`src/rtl/cpu_test_sequencer_pkg.sv`:
```
// Shared constants for the CPU self-test sequencer: state encodings, default sizes, NOP word.
package cpu_test_sequencer_pkg;

  localparam int DEF_INSTR_MEM_SIZE = 32;
  localparam int DEF_DATA_WIDTH     = 32;
  localparam int DEF_REG_ADDR_WIDTH = 5;
  localparam int DEF_RUN_CYCLES     = 6;
  localparam int DEF_FAIL_WIDTH     = 8;

  localparam int NOP_WORD = 0;

  localparam logic [2:0] ST_IDLE  = 3'd0;
  localparam logic [2:0] ST_LOAD  = 3'd1;
  localparam logic [2:0] ST_FILL  = 3'd2;
  localparam logic [2:0] ST_RUN   = 3'd3;
  localparam logic [2:0] ST_CHECK = 3'd4;
  localparam logic [2:0] ST_DONE  = 3'd5;

  function automatic int max_int(input int a, input int b);
    return (a > b) ? a : b;
  endfunction

endpackage

```
`src/rtl/cpu_test_sequencer_if.sv`:
```
// Bus bundle between the sequencer (master) and CPU/memory/stimulus side (slave).
// Optional CPU_TEST_SEQUENCER_HALT_EN adds cpu_halt and timed_out.
interface cpu_test_sequencer_if #(
  parameter int INSTR_MEM_SIZE = 32,
  parameter int DATA_WIDTH     = 32,
  parameter int REG_ADDR_WIDTH = 5,
  parameter int FAIL_WIDTH     = 8
);
  localparam int AW = $clog2(INSTR_MEM_SIZE);

  logic                      start;
  logic                      prog_valid;
  logic                      prog_last;
  logic [DATA_WIDTH-1:0]     prog_data;
  logic                      prog_ready;
  logic                      imem_we;
  logic [AW-1:0]             imem_addr;
  logic [DATA_WIDTH-1:0]     imem_wdata;
  logic                      cpu_reset;
  logic                      chk_valid;
  logic                      chk_last;
  logic [REG_ADDR_WIDTH-1:0] chk_reg;
  logic [DATA_WIDTH-1:0]     chk_value;
  logic                      chk_ready;
  logic [REG_ADDR_WIDTH-1:0] rf_raddr;
  logic [DATA_WIDTH-1:0]     rf_rdata;
  logic                      done;
  logic                      pass;
  logic [FAIL_WIDTH-1:0]     fail_count;
`ifdef CPU_TEST_SEQUENCER_HALT_EN
  logic                      cpu_halt;
  logic                      timed_out;

  modport master (
    input  start, prog_valid, prog_last, prog_data, chk_valid, chk_last, chk_reg, chk_value,
           rf_rdata, cpu_halt,
    output prog_ready, imem_we, imem_addr, imem_wdata, cpu_reset, chk_ready, rf_raddr,
           done, pass, fail_count, timed_out
  );
  modport slave (
    output start, prog_valid, prog_last, prog_data, chk_valid, chk_last, chk_reg, chk_value,
           rf_rdata, cpu_halt,
    input  prog_ready, imem_we, imem_addr, imem_wdata, cpu_reset, chk_ready, rf_raddr,
           done, pass, fail_count, timed_out
  );
`else
  modport master (
    input  start, prog_valid, prog_last, prog_data, chk_valid, chk_last, chk_reg, chk_value,
           rf_rdata,
    output prog_ready, imem_we, imem_addr, imem_wdata, cpu_reset, chk_ready, rf_raddr,
           done, pass, fail_count
  );
  modport slave (
    output start, prog_valid, prog_last, prog_data, chk_valid, chk_last, chk_reg, chk_value,
           rf_rdata,
    input  prog_ready, imem_we, imem_addr, imem_wdata, cpu_reset, chk_ready, rf_raddr,
           done, pass, fail_count
  );
`endif

endinterface

```
`src/rtl/cpu_test_sequencer_cycle_budget_counter.sv`:
```
// Loadable down-counter with zero flag; load wins over enable.
module cycle_budget_counter #(
  parameter int WIDTH = 4
) (
  input  logic             clock,
  input  logic             reset,
  input  logic             load,
  input  logic             enable,
  input  logic [WIDTH-1:0] load_value,
  output logic             zero
);

  logic [WIDTH-1:0] count;

  always_ff @(posedge clock) begin
    if (reset) begin
      count <= '0;
    end else if (load) begin
      count <= load_value;
    end else if (enable && count != '0) begin
      count <= count - WIDTH'(1);
    end
  end

  assign zero = (count == '0);

endmodule

```
`src/rtl/cpu_test_sequencer.sv`:
```
// CPU self-test sequencer: load program, zero-fill, run for a cycle budget, check registers.
// Optional macro CPU_TEST_SEQUENCER_HALT_EN adds early RUN exit on cpu_halt and a timed_out flag.
module cpu_test_sequencer
  import cpu_test_sequencer_pkg::*;
#(
  parameter int INSTR_MEM_SIZE = DEF_INSTR_MEM_SIZE,
  parameter int DATA_WIDTH     = DEF_DATA_WIDTH,
  parameter int REG_ADDR_WIDTH = DEF_REG_ADDR_WIDTH,
  parameter int RUN_CYCLES     = DEF_RUN_CYCLES,
  parameter int FAIL_WIDTH     = DEF_FAIL_WIDTH
) (
  input logic                  clock,
  input logic                  reset,
  cpu_test_sequencer_if.master bus
);

  localparam int AW = $clog2(INSTR_MEM_SIZE);
  localparam int CW = $clog2(max_int(INSTR_MEM_SIZE, RUN_CYCLES) + 1);
  localparam logic [AW-1:0] LAST_ADDR = AW'(INSTR_MEM_SIZE - 1);
  localparam logic [CW-1:0] RUN_LOAD  = CW'(RUN_CYCLES - 1);
  localparam logic [FAIL_WIDTH-1:0] FAIL_MAX = '1;

  logic [2:0]            state;
  logic [AW-1:0]         addr;
  logic [FAIL_WIDTH-1:0] fail_count;
  logic                  cnt_load;
  logic                  cnt_enable;
  logic [CW-1:0]         cnt_value;
  logic                  cnt_zero;
  logic                  prog_hs;
  logic                  chk_hs;
  logic                  load_end;
  logic                  run_exit;
  logic                  halt;

`ifdef CPU_TEST_SEQUENCER_HALT_EN
  logic timed_out;
  assign halt          = bus.cpu_halt;
  assign bus.timed_out = (state == ST_DONE) && timed_out;
`else
  assign halt = 1'b0;
`endif

  assign prog_hs  = (state == ST_LOAD) && bus.prog_valid;
  assign chk_hs   = (state == ST_CHECK) && bus.chk_valid;
  assign load_end = prog_hs && (bus.prog_last || addr == LAST_ADDR);
  assign run_exit = (state == ST_RUN) && (cnt_zero || halt);

  // The counter times FILL as well as RUN: loaded with the number of fill writes
  // still to go after the current one, so its zero flag marks the last address.
  always_comb begin
    cnt_load   = 1'b0;
    cnt_enable = 1'b0;
    cnt_value  = '0;
    if (load_end) begin
      cnt_load  = 1'b1;
      cnt_value = (addr == LAST_ADDR) ? RUN_LOAD
                                      : CW'(INSTR_MEM_SIZE - 2 - int'(addr));
    end else if (state == ST_FILL) begin
      if (cnt_zero) begin
        cnt_load  = 1'b1;
        cnt_value = RUN_LOAD;
      end else begin
        cnt_enable = 1'b1;
      end
    end else if (state == ST_RUN) begin
      cnt_enable = 1'b1;
    end
  end

  cycle_budget_counter #(.WIDTH(CW)) u_budget (
    .clock      (clock),
    .reset      (reset),
    .load       (cnt_load),
    .enable     (cnt_enable),
    .load_value (cnt_value),
    .zero       (cnt_zero)
  );

  always_ff @(posedge clock) begin
    if (reset) begin
      state      <= ST_IDLE;
      addr       <= '0;
      fail_count <= '0;
`ifdef CPU_TEST_SEQUENCER_HALT_EN
      timed_out  <= 1'b0;
`endif
    end else begin
      case (state)
        ST_IDLE, ST_DONE: begin
          if (bus.start) begin
            state      <= ST_LOAD;
            addr       <= '0;
            fail_count <= '0;
`ifdef CPU_TEST_SEQUENCER_HALT_EN
            timed_out  <= 1'b0;
`endif
          end
        end
        ST_LOAD: begin
          if (prog_hs) addr <= addr + AW'(1);
          if (load_end) state <= (addr == LAST_ADDR) ? ST_RUN : ST_FILL;
        end
        ST_FILL: begin
          addr <= addr + AW'(1);
          if (cnt_zero) state <= ST_RUN;
        end
        ST_RUN: begin
          if (run_exit) begin
            state <= ST_CHECK;
`ifdef CPU_TEST_SEQUENCER_HALT_EN
            timed_out <= !halt;
`endif
          end
        end
        ST_CHECK: begin
          if (chk_hs) begin
            if (bus.rf_rdata != bus.chk_value && fail_count != FAIL_MAX)
              fail_count <= fail_count + FAIL_WIDTH'(1);
            if (bus.chk_last) state <= ST_DONE;
          end
        end
        default: state <= ST_IDLE;
      endcase
    end
  end

  assign bus.prog_ready = (state == ST_LOAD);
  assign bus.imem_we    = prog_hs || (state == ST_FILL);
  assign bus.imem_addr  = addr;
  assign bus.imem_wdata = (state == ST_LOAD) ? bus.prog_data : DATA_WIDTH'(NOP_WORD);
  assign bus.cpu_reset  = (state != ST_RUN);
  assign bus.chk_ready  = (state == ST_CHECK);
  assign bus.rf_raddr   = (state == ST_CHECK) ? bus.chk_reg : '0;
  assign bus.done       = (state == ST_DONE);
  assign bus.pass       = (state == ST_DONE) && (fail_count == '0);
  assign bus.fail_count = fail_count;

endmodule

```
`src/flat_wrapper.sv`:
```
// flat-port wrapper written by rule: the top's interface ports become plain ports
module cpu_test_sequencer_flat import cpu_test_sequencer_pkg::*;
#(
  parameter int INSTR_MEM_SIZE = DEF_INSTR_MEM_SIZE,
  parameter int DATA_WIDTH     = DEF_DATA_WIDTH,
  parameter int REG_ADDR_WIDTH = DEF_REG_ADDR_WIDTH,
  parameter int RUN_CYCLES     = DEF_RUN_CYCLES,
  parameter int FAIL_WIDTH     = DEF_FAIL_WIDTH
)
  (clock, reset, bus_start, bus_prog_valid, bus_prog_last, bus_prog_data, bus_chk_valid, bus_chk_last, bus_chk_reg, bus_chk_value, bus_rf_rdata, bus_prog_ready, bus_imem_we, bus_imem_addr, bus_imem_wdata, bus_cpu_reset, bus_chk_ready, bus_rf_raddr, bus_done, bus_pass, bus_fail_count);
  cpu_test_sequencer_if #(.INSTR_MEM_SIZE(INSTR_MEM_SIZE), .DATA_WIDTH(DATA_WIDTH), .REG_ADDR_WIDTH(REG_ADDR_WIDTH), .FAIL_WIDTH(FAIL_WIDTH)) bus_i ();
  input logic clock;
  input logic reset;
  input wire logic [$bits(bus_i.start)-1:0] bus_start;
  input wire logic [$bits(bus_i.prog_valid)-1:0] bus_prog_valid;
  input wire logic [$bits(bus_i.prog_last)-1:0] bus_prog_last;
  input wire logic [$bits(bus_i.prog_data)-1:0] bus_prog_data;
  input wire logic [$bits(bus_i.chk_valid)-1:0] bus_chk_valid;
  input wire logic [$bits(bus_i.chk_last)-1:0] bus_chk_last;
  input wire logic [$bits(bus_i.chk_reg)-1:0] bus_chk_reg;
  input wire logic [$bits(bus_i.chk_value)-1:0] bus_chk_value;
  input wire logic [$bits(bus_i.rf_rdata)-1:0] bus_rf_rdata;
  output wire logic [$bits(bus_i.prog_ready)-1:0] bus_prog_ready;
  output wire logic [$bits(bus_i.imem_we)-1:0] bus_imem_we;
  output wire logic [$bits(bus_i.imem_addr)-1:0] bus_imem_addr;
  output wire logic [$bits(bus_i.imem_wdata)-1:0] bus_imem_wdata;
  output wire logic [$bits(bus_i.cpu_reset)-1:0] bus_cpu_reset;
  output wire logic [$bits(bus_i.chk_ready)-1:0] bus_chk_ready;
  output wire logic [$bits(bus_i.rf_raddr)-1:0] bus_rf_raddr;
  output wire logic [$bits(bus_i.done)-1:0] bus_done;
  output wire logic [$bits(bus_i.pass)-1:0] bus_pass;
  output wire logic [$bits(bus_i.fail_count)-1:0] bus_fail_count;
  assign bus_i.start = bus_start;
  assign bus_i.prog_valid = bus_prog_valid;
  assign bus_i.prog_last = bus_prog_last;
  assign bus_i.prog_data = bus_prog_data;
  assign bus_i.chk_valid = bus_chk_valid;
  assign bus_i.chk_last = bus_chk_last;
  assign bus_i.chk_reg = bus_chk_reg;
  assign bus_i.chk_value = bus_chk_value;
  assign bus_i.rf_rdata = bus_rf_rdata;
  assign bus_prog_ready = bus_i.prog_ready;
  assign bus_imem_we = bus_i.imem_we;
  assign bus_imem_addr = bus_i.imem_addr;
  assign bus_imem_wdata = bus_i.imem_wdata;
  assign bus_cpu_reset = bus_i.cpu_reset;
  assign bus_chk_ready = bus_i.chk_ready;
  assign bus_rf_raddr = bus_i.rf_raddr;
  assign bus_done = bus_i.done;
  assign bus_pass = bus_i.pass;
  assign bus_fail_count = bus_i.fail_count;
  cpu_test_sequencer #(.INSTR_MEM_SIZE(INSTR_MEM_SIZE), .DATA_WIDTH(DATA_WIDTH), .REG_ADDR_WIDTH(REG_ADDR_WIDTH), .RUN_CYCLES(RUN_CYCLES), .FAIL_WIDTH(FAIL_WIDTH)) u_core (.clock(clock), .reset(reset), .bus(bus_i));
endmodule
```
`config.mk`:
```
export PLATFORM = sky130hd
export DESIGN_NAME = cpu_test_sequencer_flat
export DESIGN_NICKNAME = d
export VERILOG_FILES = /design/src/rtl/cpu_test_sequencer_pkg.sv /design/src/rtl/cpu_test_sequencer_if.sv /design/src/rtl/cpu_test_sequencer_cycle_budget_counter.sv /design/src/rtl/cpu_test_sequencer.sv /design/src/flat_wrapper.sv
export SDC_FILE = /design/constraint.sdc
export NUM_CORES = 1
export LEC_CHECK = 0
export CORE_MARGIN = 4
export CORE_UTILIZATION = 35
export DETAILED_ROUTE_END_ITERATION = 6
export GPL_TIMING_DRIVEN = 0
export PLACE_DENSITY = 0.84
export SYNTH_ARGS = -nofsm -noshare
export SYNTH_HDL_FRONTEND = slang
export SYNTH_SLANG_ARGS = --single-unit
export TNS_END_PERCENT = 30
```
`constraint.sdc`:
```
create_clock -name clock -period 4.1 [get_ports clock]
set_input_delay 0.82 -clock clock [delete_from_list [all_inputs] [get_ports clock]]
set_output_delay 0.82 -clock clock [all_outputs]
set_load 0.05 [all_outputs]
```
# Yosys cells after proc, flatten, opt, wreduce, memory -nomap -nowiden
# Cells that the tools add are included.
# totals
ff_bits	22
input_bits	108
output_inout_bits	56
wordCells	75
# classes
add_sub_neg	4
eq_ne	17
mux	30
reduce_logical	20
# op_table
operator	count
32-bit 2-to-1 mux	1
32-bit != test	1
6-bit 2-to-1 mux	5
8-bit 2-to-1 mux	3
3-bit 2-to-1 mux	7
8-bit one-hot mux with 2 select lines	1
5-bit 2-to-1 mux	3
3-bit one-hot mux with 5 select lines	1
5-bit one-hot mux with 3 select lines	1
2-bit by 1-bit != test with 1-bit output (second input constant)	6
8-bit by 1-bit adder with 8-bit output (second input constant)	1
8-bit zero test	1
1-bit 2-to-1 mux	8
8-bit != test (second input constant)	1
1-bit logical AND	7
3-bit by 2-bit equality test with 1-bit output (second input constant)	2
3-bit equality test (second input constant)	2
6-bit zero test	1
6-bit AND reduction	1
6-bit nonzero test	1
5-bit by 5-bit subtractor with 6-bit output (first input constant)	1
6-bit by 1-bit subtractor with 6-bit output (second input constant)	1
5-bit by 1-bit adder with 5-bit output (second input constant)	1
5-bit equality test (second input constant)	1
10 further kinds	13

# Depth between registers and ports, before layout
# Gate-level depths: netlist of the first run.
# logic_depth
word_depth	7
depth_mapped	9
depth_no_buf	8

# By module
# A second synthesis of the first run with hierarchy kept.
# hier_totals
cells_unflattened	271
area_unflattened_um2	2078.2
# modules_own_cells
module	n_inst	cells_per_inst	area_each_um2	seq_area_each_um2
cpu_test_sequencer	1	229	1706.6	320.3
cycle_budget_counter	1	42	371.6	120.1

# Least setup slack after synthesis of the first run
# OpenSTA, ideal clock, no wires.
# synth_timing
kind	reg2out
start	register u_core.state[1]
end	output port bus_pass
t_arrival_ns	2.601
t_required_ns	3.280
slack_ns	0.679
stages_incl_launch_ff	6
path_cell_list	dfxtp_1 buf_6 nor2b_1 and2_1 nand2_1 nor4_1
# synth_between
elab_chain_cells	2
# synth_lines
item	line_no	source
from (decl)	cpu_test_sequencer.sv:23	logic [2:0] state;
from (signal assigned)	cpu_test_sequencer.sv:102	if (load_end) state <= (addr == LAST_ADDR) ? ST_RUN : ST_FILL;
3-bit equality test	-	
net bus_done	flat_wrapper.sv:30	output wire logic [$bits(bus_i.done)-1:0] bus_done;
1-bit logical AND	cpu_test_sequencer.sv:136	assign bus.pass = (state == ST_DONE) && (fail_count == '0);
to (decl)	flat_wrapper.sv:31	output wire logic [$bits(bus_i.pass)-1:0] bus_pass;
# The timed path passes the listed nets, and every way through them passes these cells.

# Final worst setup path of the first run
# layout_timing
start	input port bus_prog_valid
end	output port bus_imem_we
# layout_between
elab_chain_cells	2
# layout_lines
item	line_no	source
from (decl)	flat_wrapper.sv:15	input wire logic [$bits(bus_i.prog_valid)-1:0] bus_prog_valid;
1-bit logical AND	cpu_test_sequencer.sv:44	assign prog_hs = (state == ST_LOAD) && bus.prog_valid;
1-bit logical OR	cpu_test_sequencer.sv:129	assign bus.imem_we = prog_hs || (state == ST_FILL);
to (decl)	flat_wrapper.sv:24	output wire logic [$bits(bus_i.imem_we)-1:0] bus_imem_we;
# Every way passes these cells.

==> results.txt, run 1 <==
- The flow ran to the end, and the final reports show no timing, DRC or antenna violations.
- Post-layout instance area: 3860 µm²
- Crit path required time: 3.28 ns
* Cell Area, Synth: 2080 µm²
* Relative contribution of combinational cells to total power: 49.1%
- The count of endpoints failing hold in the final timing report was 0.
- Entering global routing, the biggest net connects 14 pins.
- Global routing finished with a remaining overflow of 0.
* Min Tclk post-route: 3.56 ns
* Distinct cell type count of the synthesized netlist: 56
* Crit Path Category: in -> out
* Flop2flop setup slack: 1.88 ns
- Setup clock skew after layout: 0.00442 ns
- VDD sags by at most 0.186 mV.
* Most common cell after layout, fill and taps aside: clkdlybuf4s50_1
- In the final routed layout, each cell accounts on average for 15.1 µm.
- Of all nets on the critical path, the largest fanout is 6.
- Measured in cells, the most critical reg-to-reg path has a length of 9.
* Max-slew violation total from the final report: 0
* Tightest Pin Transition: 0.685 ns
- Setup total negative slack: 0 ns
- Number of buffers added by the clock tree synthesis step: 3
* Worst reg2reg startpoint: u_core.bus.imem_addr[0]$_SDFFE_PP0P_
- The clock reaches the later pin of the worst-skew pair after 0.26 ns.
* Largest buffer count on any clock path: 2
- Initial core utilization: 36.9%
* Number of optimization iterations in the first detailed-route pass: 4
* Rows: 27
- Nets@finish: 550
- The first routing iteration left 134 violations.
- Number of cells traversed by the worst hold path: 2
* Final Total Pwr: 0.853 mW
* Type of the tightest min-delay check: reg -> reg
* Reported max-cap violation count: 0
* DR vias/cell: 5.00
- STA classifies the critical path endpoint as an output pin.
- Crit start category: input port
- Count of unresolved DRC violations after routing: 0
* Htree depth: 1
- Based on the critical path, the design can be clocked at up to 281 MHz.
- Routability congestion estimate: 0.832
- Once the clock tree was built, the resizer swapped 0 gates to a different size.
* Most used DFF post-synth: dfxtp_1
- The die covers 7240 µm².
* Switch share: 35.2%
* Power spent charging and discharging nets: 0.300 mW
* Worst Hold Path EP: u_core.u_budget.count[0]$_SDFFE_PP0P_
- Buffers inserted to repair hold after CTS numbered 0.
- Summing all placed instances gives a cell area of 3790 µm².
- A synthesized cell averages 7.76 µm².
- Relative contribution of sequential cells to total power: 27.1%
- Final setup violation count: 0
- Cell type with the highest occurrence count on the critical path: clkdlybuf4s50_1
* Setup ws final: 0.539 ns
- TritonCTS built the clock tree.
* Via count of the first global-routing pass: 2,550
- The Yosys step of the flow raised 0 warnings.
- In this run the remaining antenna-violating nets after routing total 0.
- The routed layout has 2,531 vias.
* Number of enable-type register cells in the synthesized netlist: 0
- Summing the sequential cell areas from Yosys gives 21.2% of the chip area.
- The final layout contains routed wiring with a total length of 7630 µm.
* Fillcell total: 461
- The repair_antennas step left the layout with diodes totalling 0.
* Setup crit start: bus_prog_valid
* Worst setup slack before clock tree synthesis: 0.579 ns
- Cells with a size suffix above 1 make up 3.23% of the layout.
- Post-layout util: 68.5%
- The slowest stage of the critical path belongs to the cell clkdlybuf4s50_1.
- The wire-length estimate of the detail-placed layout is 6710 µm.
- Critical path, cell by cell: clkdlybuf4s50_1, nand2_1, a21oi_1, clkdlybuf4s50_1
- The root buffer cell chosen for the clock tree is clkbuf_8.
* Critical path arrival: 2.74 ns
* Sink Count: 22
* Area used by sequential logic in the layout: 440 µm²
- End of the worst register-to-register path: u_core.u_budget.count[5]$_SDFFE_PP0P_
- Leakage dissipation: 1.47 nW
- Worst hold start: u_core.u_budget.count[0]$_SDFFE_PP0P_
- Initial antenna violation count: 0
- Relative to the synthesized area, the layout overhead comes to 85.7%.
- Total internal power: 0.553 mW
- Total core area: 5640 µm²
- Buffers added to address setup during post-CTS repair amount to 0.
- In this run the horizontal extent of the chip is 85.1 µm.
- Count of pins on the block boundary: 164
- The first global-routing pass estimated 12,100 µm of wire.
* Clock-pin transition on the worst setup and hold timing paths: 0.08 ns
* IO Port Bufs: 162
* Power Density: 221 nW/µm²
- Clock power share: 23.8%
* Setup repair after global routing missed its margin: no
* Synthesized instance count: 268
- In the layout the commonest cells are 162 x clkdlybuf4s50_1, 39 x and2_1, 32 x xor2_1.
* Post-Synthesis Net Count: 383
* Worst max-slew margin expressed relative to the limit: 54.0%
- In this run the vertical extent of the chip is 85.1 µm.
- Seq cells post-synth: 22
- All-layer global routing usage: 20.0%
* Largest incremental delay on the critical path: 0.91 ns
- The multi-input combinational cells in the finished layout cover a total of 1560 µm².
- Fraction of synthesis flops using an asynchronous set or reset pin: 0%
* Share of the clock period used by the worst path after layout: 86.8%
[synth_stat cells, drive strengths merged, types with 4 or more instances]
library cell  count  share of area [%]
o21ai            13                3.1
o22ai             5                1.5
nand3             9                2.2
nor2             16                3.0
nand2b            5                1.5
clkbuf            6                1.1
and2             39                 12
buf               4                1.3
ha                7                4.2
dfxtp            22                 21
nand2            17                3.5
nor4             10                3.0
and3              5                1.5
a21oi            11                2.6
inv               8                1.4
nor4b             4                1.7
xor2             32                 13
nor3              4               0.96
[per-layer routing]
layer  part of all wire [%]  GRT usage [%]  up-vias
li1                       -              -     1292
met1                     36           21.3     1123
met2                     54           40.1      108
met3                    8.4           4.08        8
met4                    1.2           3.74        0
met5                      0              0        -
[layout make-up]
type                    instances  share of cell area, %
repair buffers                162                   42.0
clock inverters                 1                  0.777
well taps                      72                   2.33
flip-flops and latches         22                   11.4
plain buffers                  10                   1.30
clock buffers                   3                   1.07
inverters                       8                  0.777
multi-input cells             228                   40.4
[sequential cells by signal (all words and copies together) (netlist names)]
signal / cells
u_core.state: 3
u_core.bus.fail_count: 8
u_core.bus.imem_addr: 5
u_core.u_budget.count: 6
[power groups by stage]
stage          Sequential, mW  Combinational, mW  Clock [mW]
2_1_floorplan           0.238              0.227           0
3_3_place_gp            0.236              0.414           0
3_5_place_dp            0.236              0.420           0
4_1_cts                 0.231              0.422       0.207
5_1_grt                 0.233              0.450       0.213
6_report                0.231              0.419       0.203
[worst max-delay path: cells and delay by family]
kind	cells	cell delay [ns]
AO/OA/AOI/OAI	1	0.45
buffers and inverters	2	1.41
AND/OR/NAND/NOR	1	0.06
[cell families (layout without fill, tap and decap cells)]
kind of cell	Yosys count	after routing	share of synthesized area, %
and+or+nand+nor	127	127	35.9
AOI/OAI and AO/OA	58	58	19.6
xor gates and xnor gates	35	35	14.7
DFF	22	22	21.2
buffers and inverters	18	184	3.85
adders and majority gates	7	7	4.21
muxes	1	1	0.481
[how the worst max path moves through the flow]
stage,endpoint,depth (start not counted)
2_1_floorplan,bus_pass,5
3_3_place_gp,bus_imem_we,4
3_5_place_dp,bus_imem_we,4
4_1_cts,bus_imem_we,4
5_1_grt,bus_imem_we,4
6_report,bus_imem_we,4
[metrics by stage]
step	cells	hold WS [ns]
6_report	506	0.472
5_1_grt	506	0.486
4_1_cts	506	0.474
3_5_place_dp	502	0.462
3_3_place_gp	502	0.462
2_1_floorplan	268	0.446
Power figures use the tool's default switching activity.
==> run 2, diff against run 1 <==
CORE_ASPECT_RATIO = 0.9   (was default)
GPL_TIMING_DRIVEN = default   (was 0)
MAX_ROUTING_LAYER = met4   (was default)
==> run 2 against run 1 <==
Compared with the run above:
- fmax is 2.4% higher
- largest power group unchanged
- largest cell class unchanged
- wire length is 1.0% lower
- cell count is 2.2% lower
- non-clock buffer count is 8 lower
- critical path type unchanged
- global-route usage is 0.41 points higher
==> results.txt, run 2 (same netlist as run 1, synthesis figures left out) <==
- Clock-pin slew was measured on the worst setup and hold paths at 0.07 ns.
* Peak supply drop: 0.183 mV
* Number of buffers and inverters on the critical path: 2
- Max-slew violation total from the final report: 0
* Share of the clock period used by the worst path after layout: 84.8%
- After detailed routing, the total wire length is 7550 µm.
- IO Port Bufs: 163
- Min Tclk post-route: 3.48 ns
- Nets@finish: 542
- Count of pins on the block boundary: 164
* Htree depth: 1
* Post-DP HPWL: 6470 µm
- For this configuration, the core starts out at a cell density of 36.3%.
- Global routing used 20.4% of the available tracks.
- Clock root buffer master: clkbuf_8
- STA classifies the critical path startpoint as an input port.
* Die Width: 89.3 µm
- Setup ws final: 0.623 ns
* Type of the tightest min-delay check: reg -> reg
* Total of cells resized after clock tree synthesis: 0
* Leading cell types in the layout, fill and taps excluded: 163 x clkdlybuf4s50_1, 39 x and2_1, 32 x xor2_1
- Sink Count: 22
- By instance count, the cell type seen most on the critical path is clkdlybuf4s50_1.
- The clock passes through at most 2 buffers.
- Global routing finished with a remaining overflow of 0.
* Fillcell total: 501
- In the final layout, the multi-input gates occupy 1560 µm².
- u_core.bus.fail_count holds more flip-flops than any other register.
* # Post-CTS Setup Buffers: 0
* Die footprint: 7240 µm²
- Height of the die: 81.1 µm
- Leakage dissipation: 1.44 nW
- DR vias/cell: 5.07
- Final hold violation count: 0
* Total core area: 5730 µm²
* Power Density: 205 nW/µm²
- Antenna cells: 0
- Most common cell after layout, fill and taps aside: clkdlybuf4s50_1
* Status: finished clean
* Maximum number of pins on one net before global-route repair: 35
- Clock latency on the worst-skew pair, taken at its later pin, is 0.26 ns.
* Critical path, cell by cell: clkdlybuf4s50_1, nand2_1, a21oi_1, clkdlybuf4s50_1
* Via count of the first global-routing pass: 2,491
* Element type at the critical path end: output pin
- Setup total negative slack: 0 ns
- After the first detailed-routing iteration, the DRC count stood at 140.
- The count of nets left with antenna violations once routing finished came out at 0.
- Area used by sequential logic in the layout: 440 µm²
* Tightest Pin Transition: 0.692 ns
- Synthesis-to-finish area growth: 82.6%
- Count of unresolved DRC violations after routing: 0
- TritonCTS built the clock tree.
* Global-route wire length before repair: 11,400 µm
- The congestion estimate from routability-driven global placement came to 0.921.
- Largest incremental delay on the critical path: 0.89 ns
- Worst max-slew margin expressed relative to the limit: 53.6%
* Number of optimization iterations in the first detailed-route pass: 4
- In the final routed layout, each cell accounts on average for 15.2 µm.
- Rows: 26
* Crit Path Category: in -> out
- Setup clock skew after layout: 0.00295 ns
- The register with the most flip-flops in the layout has 8 of them.
* Final setup violation count: 0
* Fraction of final layout cells with drive strength greater than 1: 2.59%
- Kind of cell adding the most delay to the critical path: buffers and inverters
- Crit path max-delay cell type: clkdlybuf4s50_1
* Worst setup slack before clock tree synthesis: 0.612 ns
- Setup repair after global routing left no endpoint under its margin.
- The tightest hold path in the finished design has a slack of 0.514 ns.
- Total number of vias: 2,509
- Across the run, the number of max-cap violations was 0.
- Critical path arrival: 2.66 ns
- Initial antenna violation count: 0
* Worst-path maximum fanout: 6
* Maximum clock frequency: 288 MHz
- Data on the critical path is required at its endpoint by 3.28 ns.
* Number of buffers added by the clock tree synthesis step: 3
* Hold bufs inserted after CTS: 0
## run 2: metrics by stage
step / power [mW] / instance area (µm²) / instances / util [%]
2_1_floorplan: 0.466 / 2080 / 268 / -
3_3_place_gp: 0.643 / 3760 / 492 / 65.6
3_5_place_dp: 0.653 / 3760 / 492 / 65.6
4_1_cts: 0.787 / 3800 / 495 / 66.3
5_1_grt: 0.826 / 3800 / 495 / 66.3
6_report: 0.780 / 3800 / 495 / 66.3
## run 2: per-layer routing
layer / vias to the layer above / GRT usage (%) / share of wire, %
met5: - / - / 0
met4: 0 / 5.06 / 2.0
met3: 16 / 4.06 / 8.6
met2: 96 / 40.1 / 55
met1: 1120 / 20.3 / 35
li1: 1277 / - / -
## run 2: power by group
part	switching, mW	total (mW)	internal (mW)
registers	0.0144	0.237	0.222
logic	0.213	0.413	0.199
clock network	0.0653	0.131	0.0654
total	0.293	0.780	0.487
## run 2: final cells by class
| cell class | count | area share [%] |
|---|---|---|
| flip-flops and latches | 22 | 11.6 |
| well taps | 70 | 2.31 |
| clock buffers | 3 | 1.09 |
| multi-input cells | 228 | 41.1 |
| inverters | 8 | 0.791 |
| repair buffers | 164 | 43.2 |
## run 2: worst paths after layout
| kind | from | endpoint | slack (ns) | cells past startpoint |
|---|---|---|---|---|
| max | bus_prog_valid | bus_imem_we | 0.62 | 4 |
| min | u_core.u_budget.count[4]$_SDFFE_PP0P_ | u_core.u_budget.count[4]$_SDFFE_PP0P_ | 0.51 | 1 |
| max reg2reg | u_core.state[0]$_SDFFE_PP0P_ | u_core.u_budget.count[5]$_SDFFE_PP0P_ | 1.77 | 7 |
| min reg2reg | u_core.u_budget.count[4]$_SDFFE_PP0P_ | u_core.u_budget.count[4]$_SDFFE_PP0P_ | 0.51 | 1 |
==> run 3, diff against run 2 <==
CORE_UTILIZATION = 34   (was 35)
PLACE_DENSITY = 0.82   (was 0.84)
clock period = 3.29 ns   (was 4.1 ns; I/O delays follow)
==> run 3 against run 2 <==
Compared with the run above:
- wire length decreased by 1.3%
- via count increased by 0.44%
- sequential power increased by 22%
- worst hold slack got worse by 0.036 ns
- clock skew decreased by 0.0010 ns
- non-clock buffer count increased by 3
- cell count increased by 0.61%
- combinational power increased by 23%
- sequential cell count unchanged
- global-route usage decreased by 0.90 points
- critical path type is now reg -> out
- critical endpoint is now bus_rf_raddr[1]
- largest power group unchanged
==> results.txt, run 3 (same netlist as run 1, synthesis figures left out) <==
- The die is 90.4 µm wide.
* Status: finished clean
* End of the critical path: bus_rf_raddr[1]
* Cell count along the critical path: 5
- Rows: 26
- For this run, the total global-route usage over all layers was measured as 19.5%.
* Setup repair after global routing missed its margin: no
- The register with the most flip-flops in the layout has 8 of them.
* DP Cell Count: 495
* Critical path arrival: 2.40 ns
- Total of cells resized after clock tree synthesis: 0
- Max-slew violation total from the final report: 0
- The finished layout holds 498 standard cells, fillers aside.
- The final layout contains 545 nets.
* Largest incremental delay on the critical path: 0.81 ns
- IR analysis of the VDD net gives a maximum drop of 0.152 mV.
* Global-route wire length before repair: 11,500 µm
- Element type at the critical path end: output pin
- # Post-CTS Setup Buffers: 0
* Insertion delay to the later sink of the worst-skew pair: 0.26 ns
* DR vias/cell: 5.06
* Final setup violation count: 0
- Height of the die: 82.2 µm
- In this run the critical register-to-register path is launched from u_core.bus.fail_count[0]$_SDFFE_PP0P_.
- Counting flops per register, the top entry is u_core.bus.fail_count.
* Setup total negative slack: 0 ns
- The count of endpoints failing hold in the final timing report was 0.
* Share of the clock period used by the worst path after layout: 93.1%
- The critical path is of the reg -> out type.
* IO Port Bufs: 163
- Initial DRC count: 181
- Worst setup slack before clock tree synthesis: 0.544 ns
- The count of nets left with antenna violations once routing finished came out at 0.
- The critical path contains buffers and inverters numbering 2 combined.
* Detailed-route wire length per cell: 15.0 µm
- Type of the tightest min-delay check: reg -> reg
- 164 I/O pins were placed.
- The setup check on the worst reg-to-reg path leaves a slack of 1.09 ns.
- Headroom to the max-slew limit came out at 53.0%.
- The worst register-to-register path ends at u_core.bus.fail_count[5]$_SDFFE_PP0P_.
* Min Tclk post-route: 3.06 ns
- The repair_antennas step left the layout with diodes totalling 0.
- Fraction of final layout cells with drive strength greater than 1: 11.2%
- Among all stages on the critical path, the largest delay is contributed by clkdlybuf4s50_1.
- In the routed design, unresolved DRC markers number 0.
* Largest buffer count on any clock path: 2
* Number of buffers added by the clock tree synthesis step: 3
* Routed wire length: 7450 µm
- Sum of overflow across all layers after global routing: 0
* Clock tree from TritonCTS: done
- At the pin with the least slew margin, the transition time is 0.701 ns.
* Leading cell types in the layout, fill and taps excluded: 129 x clkdlybuf4s50_1, 39 x and2_1, 38 x buf_4
- The tree built by TritonCTS fans out to 22 sinks.
* Post-DP HPWL: 6490 µm
- The first TritonRoute pass finished after 4 iterations.
- Maximum number of pins on one net before global-route repair: 33
- CTS built an H-tree with a depth of 1.
- Maximum clock frequency: 327 MHz
- Hold bufs inserted after CTS: 0
* Total number of vias: 2,520
- Crit start category: register
- Relative to the synthesized area, the layout overhead comes to 79.6%.
- Crit path required time: 2.63 ns
- The number of cells on the worst reg-to-reg path is 7.
- The signal on the critical path passes through nand2b_1, or2_1, inv_1, and2_1, clkdlybuf4s50_1.
- Most common cell after layout, fill and taps aside: clkdlybuf4s50_1
- Total core area: 5790 µm²
* Clock root buffer master: clkbuf_8
- Power Density: 259 nW/µm²
* Kind of cell adding the most delay to the critical path: buffers and inverters
* Routability congestion estimate: 0.888
- In this run the worst path has a maximum fanout of 11.
- Clock-pin transition on the worst setup and hold timing paths: 0.08 ns
- After filler insertion, the fill cell instance count of the layout stands at 519.
- For the final database, setup skew stands at 0.00195 ns.
* Reported max-cap violation count: 0
- For this design the static power due to leakage is 1.51 nW.
- The via count of the first global-routing pass is 2,360.
* Setup crit start: u_core.state[1]$_SDFFE_PP0P_
- Initial antenna violation count: 0
- Die footprint: 7430 µm²
- The worst path meets setup with 0.228 ns of slack.
- Initial core utilization: 35.9%
run 3: cell types whose count changed in the layout (fill, tap and decap cells not counted), sizes merged:
cell	change
buf	+37
clkdlybuf4s50	-34
run 3: worst register-to-register path, cell delays in order (launching register included):
cell,delay [ns]
dfxtp_1,0.38
ha_1,0.26
and3_1,0.21
and3_1,0.21
nand3_1,0.17
o21ai_1,0.20
o311a_1,0.37
a311o_1,0.31
run 3: worst min path at each step:
| stage | slack, ns | from | depth (start not counted) | to |
|---|---|---|---|---|
| 6_report | 0.48 | u_core.u_budget.count[0]$_SDFFE_PP0P_ | 2 | u_core.u_budget.count[0]$_SDFFE_PP0P_ |
| 5_1_grt | 0.51 | u_core.u_budget.count[0]$_SDFFE_PP0P_ | 2 | u_core.u_budget.count[0]$_SDFFE_PP0P_ |
| 4_1_cts | 0.48 | u_core.u_budget.count[0]$_SDFFE_PP0P_ | 2 | u_core.u_budget.count[0]$_SDFFE_PP0P_ |
| 3_5_place_dp | 0.47 | u_core.u_budget.count[0]$_SDFFE_PP0P_ | 2 | u_core.u_budget.count[0]$_SDFFE_PP0P_ |
| 3_3_place_gp | 0.46 | u_core.u_budget.count[0]$_SDFFE_PP0P_ | 2 | u_core.u_budget.count[0]$_SDFFE_PP0P_ |
| 2_1_floorplan | 0.45 | u_core.u_budget.count[0]$_SDFFE_PP0P_ | 2 | u_core.u_budget.count[0]$_SDFFE_PP0P_ |
run 3: report_power, final:
part	internal, mW	leakage [nW]	switching [mW]
clock network	0.0818	0.0216	0.0887
logic	0.239	1.31	0.268
registers	0.277	0.178	0.0132
total	0.598	1.51	0.370
run 3: final cells by class:
type                            count  area (µm²)  share of cell area (%)
Clock buffer                        3        41.3                    1.11
Inverter                            8        30.0                   0.804
Multi-Input combinational cell    228        1560                    41.7
Sequential cell                    22         440                    11.8
Tap cell                           70        87.6                    2.35
Timing Repair Buffer              167        1580                    42.2
run 3: through the flow:
step | total power, mW | hold slack [ns] | area [µm²] | util, %
after floorplan | 0.580 | 0.446 | 2080 | -
after global routing | 1.02 | 0.507 | 3730 | 64.5
final | 0.969 | 0.478 | 3730 | 64.5
after detailed placement | 0.804 | 0.470 | 3690 | 63.8
after CTS | 0.971 | 0.481 | 3730 | 64.5
after global placement | 0.798 | 0.460 | 3690 | 63.8
run 3: routing by layer:
layer  global-route usage [%]  routed length [µm]
met3                     4.17                 482
met4                     4.28                 132
met2                     37.4                3930
met1                     21.2                2900
met5                        -                   0
